File: src/rtl/sudoku_io_ctrl.sv
// sudoku_io_ctrl: copies the puzzle from ROM into the working RAM, starts the
// solver engine, hands the RAM port to the engine while it runs, and flags
// completion once the engine reports the puzzle solved.
// Optional build macro BLANK_CNT_EN: count the blank (zero) cells while
// loading and skip the engine entirely when the puzzle has no blanks.
module sudoku_io_ctrl #(
    parameter int CELLS = 81,
    parameter int DW    = 8
) (
    input  logic          clk,
    input  logic          rst,
    output logic          ROM_rd,
    output logic [6:0]    ROM_A,
    input  logic [DW-1:0] ROM_Q,
    output logic          RAM_ceb,
    output logic          RAM_web,
    output logic [6:0]    RAM_A,
    output logic [DW-1:0] RAM_D,
    input  logic [DW-1:0] RAM_Q,
    output logic          eng_start,
    input  logic          eng_done,
    input  logic          eng_ceb,
    input  logic          eng_web,
    input  logic [6:0]    eng_A,
    input  logic [DW-1:0] eng_D,
    output logic [DW-1:0] eng_Q,
    output logic [6:0]    blank_cnt,
    output logic          done
);

    typedef enum logic [2:0] {
        IDLE  = 3'd0,
        LOAD  = 3'd1,
        KICK  = 3'd2,
        SOLVE = 3'd3,
        FIN   = 3'd4
    } state_t;

    localparam logic [6:0] LAST_ADDR = 7'(CELLS - 1);

    state_t        state_r;
    logic          rom_rd_r;
    logic [6:0]    rom_a_r;      // read pointer k; also drives ROM_A
    logic          wr_en_r;      // write stage active this cycle
    logic [6:0]    wr_a_r;       // address read one cycle earlier
    logic          eng_start_r;
    logic          done_r;
    logic [6:0]    blank_cnt_r;

    logic [6:0]    blank_next_s;
    logic          skip_solve_s;
    logic          ram_ceb_s;
    logic          ram_web_s;
    logic [6:0]    ram_a_s;
    logic [DW-1:0] ram_d_s;

`ifdef BLANK_CNT_EN
    logic blank_inc_s;
    // Count a blank whenever the cell being written this cycle is zero.
    assign blank_inc_s  = wr_en_r && (ROM_Q == {DW{1'b0}});
    assign blank_next_s = blank_inc_s ? (blank_cnt_r + 7'd1) : blank_cnt_r;
    // A puzzle with no blanks is already solved; no need to run the engine.
    assign skip_solve_s = (blank_next_s == 7'd0);
`else
    assign blank_next_s = 7'd0;
    assign skip_solve_s = 1'b0;
`endif

    // Main sequencer: load pipeline, engine kick, solve wait and completion.
    always_ff @(posedge clk or posedge rst) begin
        if (rst) begin
            state_r     <= IDLE;
            rom_rd_r    <= 1'b0;
            rom_a_r     <= 7'd0;
            wr_en_r     <= 1'b0;
            wr_a_r      <= 7'd0;
            eng_start_r <= 1'b0;
            done_r      <= 1'b0;
            blank_cnt_r <= 7'd0;
        end else begin
            case (state_r)
                IDLE: begin
                    state_r  <= LOAD;
                    rom_rd_r <= 1'b1;
                    rom_a_r  <= 7'd0;
                    wr_en_r  <= 1'b0;
                end
                LOAD: begin
                    blank_cnt_r <= blank_next_s;
                    if (rom_rd_r) begin
                        // Read k is outstanding: schedule its write next cycle.
                        wr_en_r <= 1'b1;
                        wr_a_r  <= rom_a_r;
                        if (rom_a_r == LAST_ADDR) begin
                            rom_rd_r <= 1'b0;
                        end else begin
                            rom_a_r <= rom_a_r + 7'd1;
                        end
                    end else begin
                        // Final cycle: last write drains, ROM_A holds.
                        wr_en_r <= 1'b0;
                        if (skip_solve_s) begin
                            state_r <= FIN;
                            done_r  <= 1'b1;
                        end else begin
                            state_r     <= KICK;
                            eng_start_r <= 1'b1;
                        end
                    end
                end
                KICK: begin
                    eng_start_r <= 1'b0;
                    state_r     <= SOLVE;
                end
                SOLVE: begin
                    if (eng_done) begin
                        state_r <= FIN;
                        done_r  <= 1'b1;
                    end else begin
                        state_r <= SOLVE;
                    end
                end
                FIN: begin
                    state_r <= FIN;
                    done_r  <= 1'b1;
                end
                default: begin
                    state_r     <= IDLE;
                    rom_rd_r    <= 1'b0;
                    wr_en_r     <= 1'b0;
                    eng_start_r <= 1'b0;
                    done_r      <= 1'b0;
                end
            endcase
        end
    end

    // RAM port mux: engine owns it in SOLVE, load writes own it otherwise.
    always_comb begin
        ram_ceb_s = 1'b1;
        ram_web_s = 1'b1;
        ram_a_s   = 7'd0;
        ram_d_s   = {DW{1'b0}};
        if (state_r == SOLVE) begin
            ram_ceb_s = eng_ceb;
            ram_web_s = eng_web;
            ram_a_s   = eng_A;
            ram_d_s   = eng_D;
        end else if (wr_en_r) begin
            ram_ceb_s = 1'b0;
            ram_web_s = 1'b0;
            ram_a_s   = wr_a_r;
            ram_d_s   = ROM_Q;
        end else begin
            ram_ceb_s = 1'b1;
            ram_web_s = 1'b1;
            ram_a_s   = 7'd0;
            ram_d_s   = {DW{1'b0}};
        end
    end

    assign ROM_rd    = rom_rd_r;
    assign ROM_A     = rom_a_r;
    assign RAM_ceb   = ram_ceb_s;
    assign RAM_web   = ram_web_s;
    assign RAM_A     = ram_a_s;
    assign RAM_D     = ram_d_s;
    assign eng_start = eng_start_r;
    assign eng_Q     = RAM_Q;
    assign blank_cnt = blank_cnt_r;
    assign done      = done_r;

endmodule

File: config.mk
export PLATFORM = sky130hd
export DESIGN_NAME = sudoku_io_ctrl
export DESIGN_NICKNAME = d
export VERILOG_FILES = /design/src/rtl/sudoku_io_ctrl.sv
export SDC_FILE = /design/constraint.sdc
export NUM_CORES = 1
export LEC_CHECK = 0
export ABC_CLOCK_PERIOD_IN_PS = 2200
export BUFFER_PORTS_ARGS = -buffer_cell sky130_fd_sc_hd__buf_4
export CAP_MARGIN = 25
export CORE_ASPECT_RATIO = 1.25
export CORE_MARGIN = 8
export CORE_UTILIZATION = 35
export DETAILED_ROUTE_END_ITERATION = 12
export HOLD_SLACK_MARGIN = 0.15
export PLACE_DENSITY = 0.77
export SYNTH_ARGS = -nofsm -noshare
export SYNTH_HDL_FRONTEND = slang
export SYNTH_SLANG_ARGS = --single-unit
File: constraint.sdc
create_clock -name clk -period 2.2 [get_ports clk]
set_input_delay 0.44 -clock clk [delete_from_list [all_inputs] [get_ports clk]]
set_output_delay 0.44 -clock clk [all_outputs]
set_load 0.005 [all_outputs]
== After elaboration in Yosys (flattened, before gate mapping) ==
Index checks and enable logic that the tools add are counted.
Operators by class
  add/sub/neg operators: 1
  bitwise logic cells: 2
  eq/ne operators: 9
  multiplexer cells: 22
  reduce and logical (&&, ||, !) cells: 9
Operators by type and width (number)
  2-to-1 mux 7 bit: 4
  2-to-1 mux 8 bit: 2
  one-hot mux 3 bit (5 select lines): 1
  one-hot mux 7 bit (2 select lines): 1
  OR reduction 3 bit: 3
  2-to-1 mux 1 bit: 8
  inequality test 2 bit, second input constant: 4
  adder 7 x 1 -> 7 bit, second input constant: 1
  == test 7 bit, second input constant: 1
  == test 3 x 2 -> 1 bit, second input constant: 2
  2-to-1 mux 3 bit: 2
  one-hot mux 1 bit (3 select lines): 2
  AND reduction 2 bit: 3
  one-hot mux 1 bit (2 select lines): 2
  == test 3 x 1 -> 1 bit, second input constant: 1
  == test 3 bit, second input constant: 1
  zero test 3 bit: 1
  AND reduction 3 bit: 1
  NOT 1 bit: 2
  nonzero test 2 bit: 1
Storage, ports and cells
  bits of input ports: 36
  bits in registers: 21
  output and inout bits: 42
  logic and storage cells: 50

== Longest topological paths before layout ==
Gate-level depths: netlist of the first run.
  depth in word-level cells: 4
  gate-level depth with buffers: 6
  gate-level depth less buffers: 5

== Worst setup path before layout of the first run ==
No wires, ideal clock.
  path kind: reg2out
  start point: reg state_r[2]
  end point: out RAM_web
  stages on the path, launching flop included: 7
  path buffers: 3
  data arrival time: 1.111 ns
  path slack: 0.649 ns
  cells stage by stage: dfrtp_1 buf_6 and3b_1 buf_2 buf_2 nand2_1 o21ai_1
On the way
  word-level cells in the longest chain between the ends: 2
Ends and longest elaborated chain
  from (decl): RTL line 41  | state_t state_r;
  from (signal assigned): RTL line 72  | state_r <= IDLE;
  from (signal assigned): RTL line 83  | state_r <= LOAD;
  from (signal assigned): RTL line 103  | state_r <= FIN;
  == test 3 x 2 -> 1 bit: RTL line 144  | if (state_r == SOLVE) begin
  2-to-1 mux 1 bit: RTL line 144
  to (decl): RTL line 16  | output logic RAM_web,
No other way between the ends.

== Worst setup path after layout of the first run ==
  start point: reg state_r[0]
  end point: out RAM_A[1]
On the way
  word-level cells in the longest chain between the ends: 2
Ends and longest elaborated chain
  == test 3 x 2 -> 1 bit: RTL line 144
  2-to-1 mux 7 bit: RTL line 144
  to (decl): RTL line 17  | output logic [6:0] RAM_A,
No other way between the ends.

==> reports/qor.txt, run 1 <==
Bufs on Longest Clock Path = 2
Drt pass-1 iters = 4
Clock power share = 35.4%
RSZ-0062 raised after global routing = false
Final ANT Viol Nets = 0
ANT cells = 0
Slew @ Worst Pin = 776 ps
Row count = 25
Slew margin rel. = 48.2%
Sink Count = 21
Peak VDD IR = 0.190 mV
Root buffer cell = clkbuf_8
Skew-Pair Late Insertion Delay = 260 ps
GP Congestion = 0.773
Worst endpoint data arrival time = 1610 ps
Synth Cell Area = 0.00138 mm^2
Final TNS setup = 0 ps
Die Wd = 72.2 um
Die area = 0.00622 mm^2
# fillers = 389
Initial antenna violation count = 0
Slew Limit Fails = 0
HP Class = primary input to asynchronous set/reset pin
DP Wirelength = 2780 um
Setup CP Type = flop to output pin
Cell variety after synth = 33
Warning count from the yosys run = 0
Crit. End Element = output pin
Synth Area per Inst = 7.89 um^2
Pint = 0.554 mW
Sequential share of power = 55.0%
Htree depth = 1
Synth area leaders = dfrtp_1, nand2_1, o21ai_0
Final hold vios = 0
Worst EP required = 1760 ps
Worst-path maximum fanout = 34
Synth area leader = dfrtp_1
DR iter-0 viols = 24
IO Count = 78
DRT Wirelength = 3440 um
Die Ht = 86.2 um
TritonCTS clock tree = yes
GR Util All Layers = 11.1%
Sw Ratio = 21.0%
First-pass GRT wire length = 5730 um
Sw Pwr = 0.147 mW
Max Cap Violations = 0
Vias per cell = 4.64
#FFs+latches synth = 21
Combinational Power Share = 9.6%
Vias in the first global route = 1258
Synth Instances = 175
Initial Util = 36.5%
Setup Skew = 2.26 ps
Hold-fix buffers at CTS = 0
Clk pin slew, worst setup/hold paths = 70 ps
Crit start category = flop
Maximum clock rate = 488 MHz
Area Overhead vs Synth = 26.9%
Grt ovf = 0
Yosys top cell area share = 38.1%
Share of post-route cells with drive strength above 1 = 29.4%
Period minus WS final = 2050 ps
Pwr/cell area = 400 mW/mm^2
Largest net degree at the start of global routing = 35
Overall power = 0.701 mW
Lkg Pwr = 0.907 nW
Sequential element share of the synthesized area = 38.1%
Nets = 253
CTS buffer count = 3
Wirelength per Cell = 12.8 um
Residual DRC = 0
# setup viols final = 0
Period utilization = 93.1%
PortBufs = 54
Core area = 0.00378 mm^2
Vias after detailed routing = 1243
Outcome = finished, final reports clean
[stage by stage]
| step | hold slack (ps) | std cells | worst slack [ps] | cell area [um^2] | util [%] |
|---|---|---|---|---|---|
| after floorplan | 417 | 181 | 649 | 1400 | - |
| final | 323 | 268 | 152 | 1750 | 46.3 |
| after detailed placement | 463 | 264 | 407 | 1700 | 45.0 |
| after global placement | 459 | 264 | 424 | 1700 | 45.0 |
| after global routing | 396 | 268 | 1.82 | 1750 | 46.3 |
| after CTS | 354 | 268 | 118 | 1750 | 46.2 |
[flip-flops by register name, indices dropped and copies added, names as in the netlist]
name	cells
ROM_A	7
ROM_rd	1
done	1
eng_start	1
state_r	3
wr_a_r	7
wr_en_r	1
[final cells by class]
| cell class | count | area [um^2] | area share [%] |
|---|---|---|---|
| clock inverters | 1 | 5.00 | 0.286 |
| repair buffers | 55 | 413 | 23.6 |
| clock buffers | 3 | 41.3 | 2.36 |
| multi-input cells | 126 | 668 | 38.1 |
| flip-flops and latches | 21 | 527 | 30.1 |
| well taps | 54 | 67.6 | 3.86 |
| inverters | 8 | 30.0 | 1.71 |
[worst max-delay path, cell delays in order, from the launching register on]
cell and delay (ps):
dfrtp_1 550, and3b_1 200, buf_4 270, nand2_1 90
o21ai_0 90, buf_4 140
[placed cells by master, fill, tap and decap left out, drive strengths merged, types with 2 or more instances in the layout]
master and n:
dfrtp 21, mux2i 7, nand2b 2, buf 55, ha 2, conb 7, nand4bb 2, or3 2
nor2 3, inv 8, o211ai 2, nand2 58, clkbuf 3, o21ai 27
[final timing paths]
path | from | end | slack, ps | depth (start not counted)
max in group asynchronous | rst | state_r[1] | 1340 | 2
setup reg to reg | state_r[1] | ROM_A[5] | 710 | 3
setup / recovery | state_r[0] | RAM_A[1] | 150 | 5
hold reg to reg | wr_a_r[5] | wr_a_r[5] | 470 | 2
hold / removal | rst | state_r[0] | 320 | 2
min in group clk | wr_a_r[5] | wr_a_r[5] | 470 | 2
[kinds of logic after synthesis]
kind of cell	count (synthesis)	synth area share, %
adders and majority gates	2	1.81
DFF	21	38.1
and+or+nand+nor	74	24.9
AOI/OAI and AO/OA	36	14.7
buffers and inverters	34	15.1
other	1	0.272
muxes	7	5.08
[routing by layer]
metal,part of all wire (%),vias to the layer above,global-route usage (%)
met5,0,-,0
met4,0.96,0,4.47
met3,13,2,5.08
met2,47,54,19.0
met1,39,555,11.5
li1,-,632,-
[cell usage after synthesis]
cell / number
o211ai_1: 2
nand2b_1: 2
buf_4: 16
or3_1: 2
mux2i_1: 7
o21ai_0: 25
nand2_1: 58
a21oi_1: 1
buf_2: 4
o311ai_0: 1
and4bb_2: 1
o21a_2: 1
dfrtp_1: 21
and3b_1: 1
nor2_1: 3
inv_1: 8
nor2b_1: 1
nand4bb_4: 1
nand3_1: 1
o21ai_1: 2
clkbuf_2: 1
buf_6: 2
nand4_1: 1
and3_1: 1
conb_1: 1
nand4bb_1: 1
a21boi_1: 1
a31oi_1: 1
ha_1: 2
o32ai_1: 1
clkbuf_1: 3
a22oi_1: 1
nor4_1: 1
[timing repair]
| action | CTS | global route |
|---|---|---|
| setup buffers | 0 | 0 |
| gates resized for setup | 0 | 1 |
| setup endpoints to repair | 0 | 1 |
[power by group through the flow]
stage / clock (mW) / sequential (mW) / combinational, mW
finish: 0.249 / 0.386 / 0.0671
global route: 0.279 / 0.386 / 0.0751
CTS: 0.259 / 0.386 / 0.0683
detailed placement: 0 / 0.393 / 0.0683
global placement: 0 / 0.393 / 0.0676
floorplan: 0 / 0.393 / 0.0372
Power figures use the tool's default switching activity.
==> run 2: changes to the inputs <==
ABC_CLOCK_PERIOD_IN_PS = 2100   (was 2200)
CORE_UTILIZATION = 44   (was 35)
PLACE_DENSITY = 0.91   (was 0.77)
clock period = 2.1 ns   (was 2.2 ns; I/O delays follow)
==> reports/qor.txt, run 2 (synthesis results as in run 1) <==
Residual DRC = 0
Commonest non-fill, non-tap cell in the layout = nand2_1
Root buffer cell = clkbuf_4
Maximum clock rate = 515 MHz
RSZ-0062 raised after global routing = false
Wirelength per Cell = 13.6 um
Vias in the first global route = 1196
Sw Pwr = 0.145 mW
Peak VDD IR = 0.283 mV
Lkg Pwr = 0.904 nW
DRT Wirelength = 3400 um
Overall power = 0.665 mW
Period minus WS final = 1940 ps
Largest net degree at the start of global routing = 35
Non-Filler Instances = 251
ANT cells = 0
Core area = 0.00297 mm^2
Drt pass-1 iters = 4
Setup Skew = 6.69 ps
DR iter-0 viols = 57
Grt ovf = 0
DP Wirelength = 2670 um
Initial antenna violation count = 0
GR Util All Layers = 12.6%
Htree depth = 1
Worst endpoint data arrival time = 1520 ps
Slew margin rel. = 50.0%
Crit Reg-Reg Endpoint = ROM_A[5]
Clock power share = 28.6%
Crit. End Element = output pin
Setup WS pre-CTS = 384 ps
Share of post-route cells with drive strength above 1 = 30.2%
R2R Path Start = state_r[1]
Post-route cell area = 0.00173 mm^2
Final TNS setup = 0 ps
HP Class = primary input to asynchronous set/reset pin
Area Overhead vs Synth = 25.1%
Max Cap Violations = 0
Register-to-Register Path Depth = 3
Period utilization = 92.5%
Bufs on Longest Clock Path = 2
# fillers = 266
Hold-fix buffers at CTS = 0
# setup viols final = 0
Die Wd = 66.1 um
Skew-Pair Late Insertion Delay = 300 ps
IO Count = 78
Slew @ Worst Pin = 750 ps
Vias per cell = 5.08
Initial Util = 46.4%
Sequential share of power = 60.8%
Die Ht = 78.6 um
Row count = 22
Area after DPL = 0.00169 mm^2
PortBufs = 54
Worst EP required = 1680 ps
Sink Count = 21
Nets = 254
Combinational Power Share = 10.6%
Final hold vios = 0
Worst-path maximum fanout = 34
GP Congestion = 0.857
Outcome = finished, final reports clean
Setup CP Type = flop to output pin
Slew Limit Fails = 0
Worst setup slack after layout = 157 ps
First-pass GRT wire length = 5380 um
Die area = 0.00520 mm^2
Crit start category = flop
Clk pin slew, worst setup/hold paths = 120 ps
CTS buffer count = 3
Pint = 0.519 mW
Final ANT Viol Nets = 0
Reg-to-reg slack, setup = 590 ps
Inst Count DP = 247
Vias after detailed routing = 1274
Pwr/cell area = 385 mW/mm^2
Sw Ratio = 21.9%
TritonCTS clock tree = yes
Commonest cells after routing, fill and taps aside = nand2_1, buf_4, o21ai_0
run 2: cell count changes in the layout (fill, tap and decap cells not counted):
cell      change
clkbuf_4      +3
clkbuf_8      -3
buf_8         +1
dfrtp_1       -1
dfrtp_2       +1
run 2: how the worst max path moves through the flow:
stage,slack [ps],startpoint,endpoint
after floorplan,570,state_r[2],RAM_web
after global placement,410,state_r[1],RAM_A[4]
after detailed placement,380,state_r[1],RAM_A[4]
after CTS,40,state_r[1],RAM_A[5]
after global routing,3,state_r[2],RAM_A[4]
final,160,state_r[2],RAM_A[4]
run 2: final cells by class:
type / instances / area (um^2) / area share, %
Clock buffer: 3 / 22.5 / 1.30
Clock inverter: 1 / 5.00 / 0.290
Inverter: 8 / 30.0 / 1.74
Multi-Input combinational cell: 126 / 668 / 38.7
Sequential cell: 21 / 528 / 30.6
Tap cell: 36 / 45.0 / 2.61
Timing Repair Buffer: 56 / 428 / 24.8
run 2: metal layers:
layer	part of all wire [%]	track usage (%)
met1	39	13.8
met2	44	20.4
met3	15	5.54
met4	2.3	5.78
met5	0	0
run 2: per-stage QoR:
step                utilization, %  hold WS (ps)
floorplan                        -           397
global placement              56.8           462
detailed placement            56.8           465
CTS                           57.7           270
global route                  58.1           302
finish                        58.1           240
run 2: timing repair:
item | CTS | global route
setup buffers | 0 | 0
resized for setup | 0 | 4
setup endpoints to repair | 0 | 17
run 2: critical path, cell delays in order, from the launching register on:
cell     delay (ps)
dfrtp_2         480
and3b_1         260
buf_8           190
nand2_1          70
o21ai_0          80
buf_4           140
run 2: power groups by stage:
stage          Combinational (mW)  Clock [mW]  Sequential (mW)
6_report                   0.0706       0.190            0.404
5_1_grt                    0.0788       0.217            0.404
4_1_cts                    0.0716       0.195            0.404
3_5_place_dp               0.0714           0            0.412
3_3_place_gp               0.0708           0            0.412
2_1_floorplan              0.0390           0            0.412
==> run 3: changes to the inputs <==
SETUP_SLACK_MARGIN = 0.3   (was unset)
SLEW_MARGIN = 5   (was unset)
==> reports/qor.txt, run 3 (synthesis results as in run 1) <==
Die Ht = 78.6 um
DP Wirelength = 2670 um
Commonest cells after routing, fill and taps aside = nand2_1, buf_4, o21ai_0
Final ANT Viol Nets = 0
Crit. End Element = output pin
Area Overhead vs Synth = 26.7%
Wirelength per Cell = 13.5 um
Worst endpoint data arrival time = 1420 ps
Non-Filler Instances = 253
DRT Wirelength = 3420 um
Sink Count = 21
HP Class = primary input to asynchronous set/reset pin
Max Cap Violations = 0
Core area = 0.00297 mm^2
CTS buffer count = 3
Pwr/cell area = 379 mW/mm^2
Period minus WS final = 1840 ps
First-pass GRT wire length = 5400 um
Bufs on Longest Clock Path = 2
Inst Count DP = 247
Worst setup slack after layout = 264 ps
Final hold vios = 0
Commonest non-fill, non-tap cell in the layout = nand2_1
Share of post-route cells with drive strength above 1 = 31.3%
Initial Util = 46.4%
# setup viols final = 0
Final TNS setup = 0 ps
Largest net degree at the start of global routing = 35
Die area = 0.00520 mm^2
Period utilization = 87.4%
Htree depth = 1
Setup Skew = 9.11 ps
GP Congestion = 0.857
Outcome = finished, final reports clean
PortBufs = 54
ANT cells = 0
Setup CP Type = flop to output pin
Slew Limit Fails = 0
Initial antenna violation count = 0
Vias in the first global route = 1217
Worst EP required = 1680 ps
Slew margin rel. = 49.9%
Drt pass-1 iters = 5
TritonCTS clock tree = yes
Skew-Pair Late Insertion Delay = 300 ps
Crit start category = flop
Worst-path maximum fanout = 34
Die Wd = 66.1 um
Overall power = 0.663 mW
IO Count = 78
Vias after detailed routing = 1292
Vias per cell = 5.11
Root buffer cell = clkbuf_4
Slew @ Worst Pin = 750 ps
Lkg Pwr = 0.915 nW
Clk pin slew, worst setup/hold paths = 120 ps
Peak VDD IR = 0.277 mV
Nets = 256
Residual DRC = 0
DR iter-0 viols = 42
Maximum clock rate = 545 MHz
RSZ-0062 raised after global routing = true
Setup WS pre-CTS = 384 ps
GR Util All Layers = 12.7%
Row count = 22
Grt ovf = 0
-- run 3: metrics by stage --
stage | hold slack (ps) | utilization [%] | cell area [um^2]
3_5_place_dp | 465 | 56.8 | 1690
3_3_place_gp | 462 | 56.8 | 1690
4_1_cts | 270 | 58.8 | 1750
6_report | 240 | 58.8 | 1750
5_1_grt | 302 | 58.8 | 1750
2_1_floorplan | 397 | - | 1400
-- run 3: layer usage --
metal  GRT usage [%]  up-vias  wire length [um]
met5               0        -                 0
met4            5.78        0                77
met3            5.54       12               532
met2            20.7       76              1490
met1            13.8      565              1320
li1                -      639                 -
-- run 3: where the power goes --
| group | total (mW) | switching, mW | internal [mW] |
|---|---|---|---|
| combinational | 0.0707 | 0.0265 | 0.0442 |
| clock | 0.188 | 0.117 | 0.0709 |
| sequential | 0.404 | 0 | 0.404 |
| total | 0.663 | 0.143 | 0.519 |
-- run 3: path summary, 6_finish.rpt --
path                       depth (start not counted)          to  slack, ps        from
setup reg to reg                                   4    ROM_A[5]        520  state_r[1]
min in group clk                                   3  state_r[2]        420    eng_done
hold reg to reg                                    2   wr_a_r[6]        480   wr_a_r[6]
hold / removal                                     2    ROM_A[6]        240         rst
max in group asynchronous                          2  state_r[1]       1340         rst
setup / recovery                                   5    RAM_A[4]        260  state_r[2]
-- run 3: cell type report --
| type | instances | area, um^2 |
|---|---|---|
| fillers | 263 | 1220 |
| multi-input cells | 126 | 668 |
| flip-flops and latches | 21 | 529 |
| repair buffers | 58 | 448 |
| well taps | 36 | 45.0 |
| inverters | 8 | 30.0 |
| clock buffers | 3 | 22.5 |
| clock inverters | 1 | 5.00 |
-- run 3: what timing repair did --
item                                   4_1_cts  5_1_grt
setup endpoints to repair                   17       17
resized for setup                            6        0
buffers inserted                             2        0
hold buffers                                 0        0
pin swaps                                    0        0
endpoints found under the hold margin        0        0
-- run 3: critical path, stage by stage (launching register included) --
cell and delay (ps):
dfrtp_2 410, and3b_1 250, buf_12 170, nand2_1 60
o21ai_0 80, buf_4 140
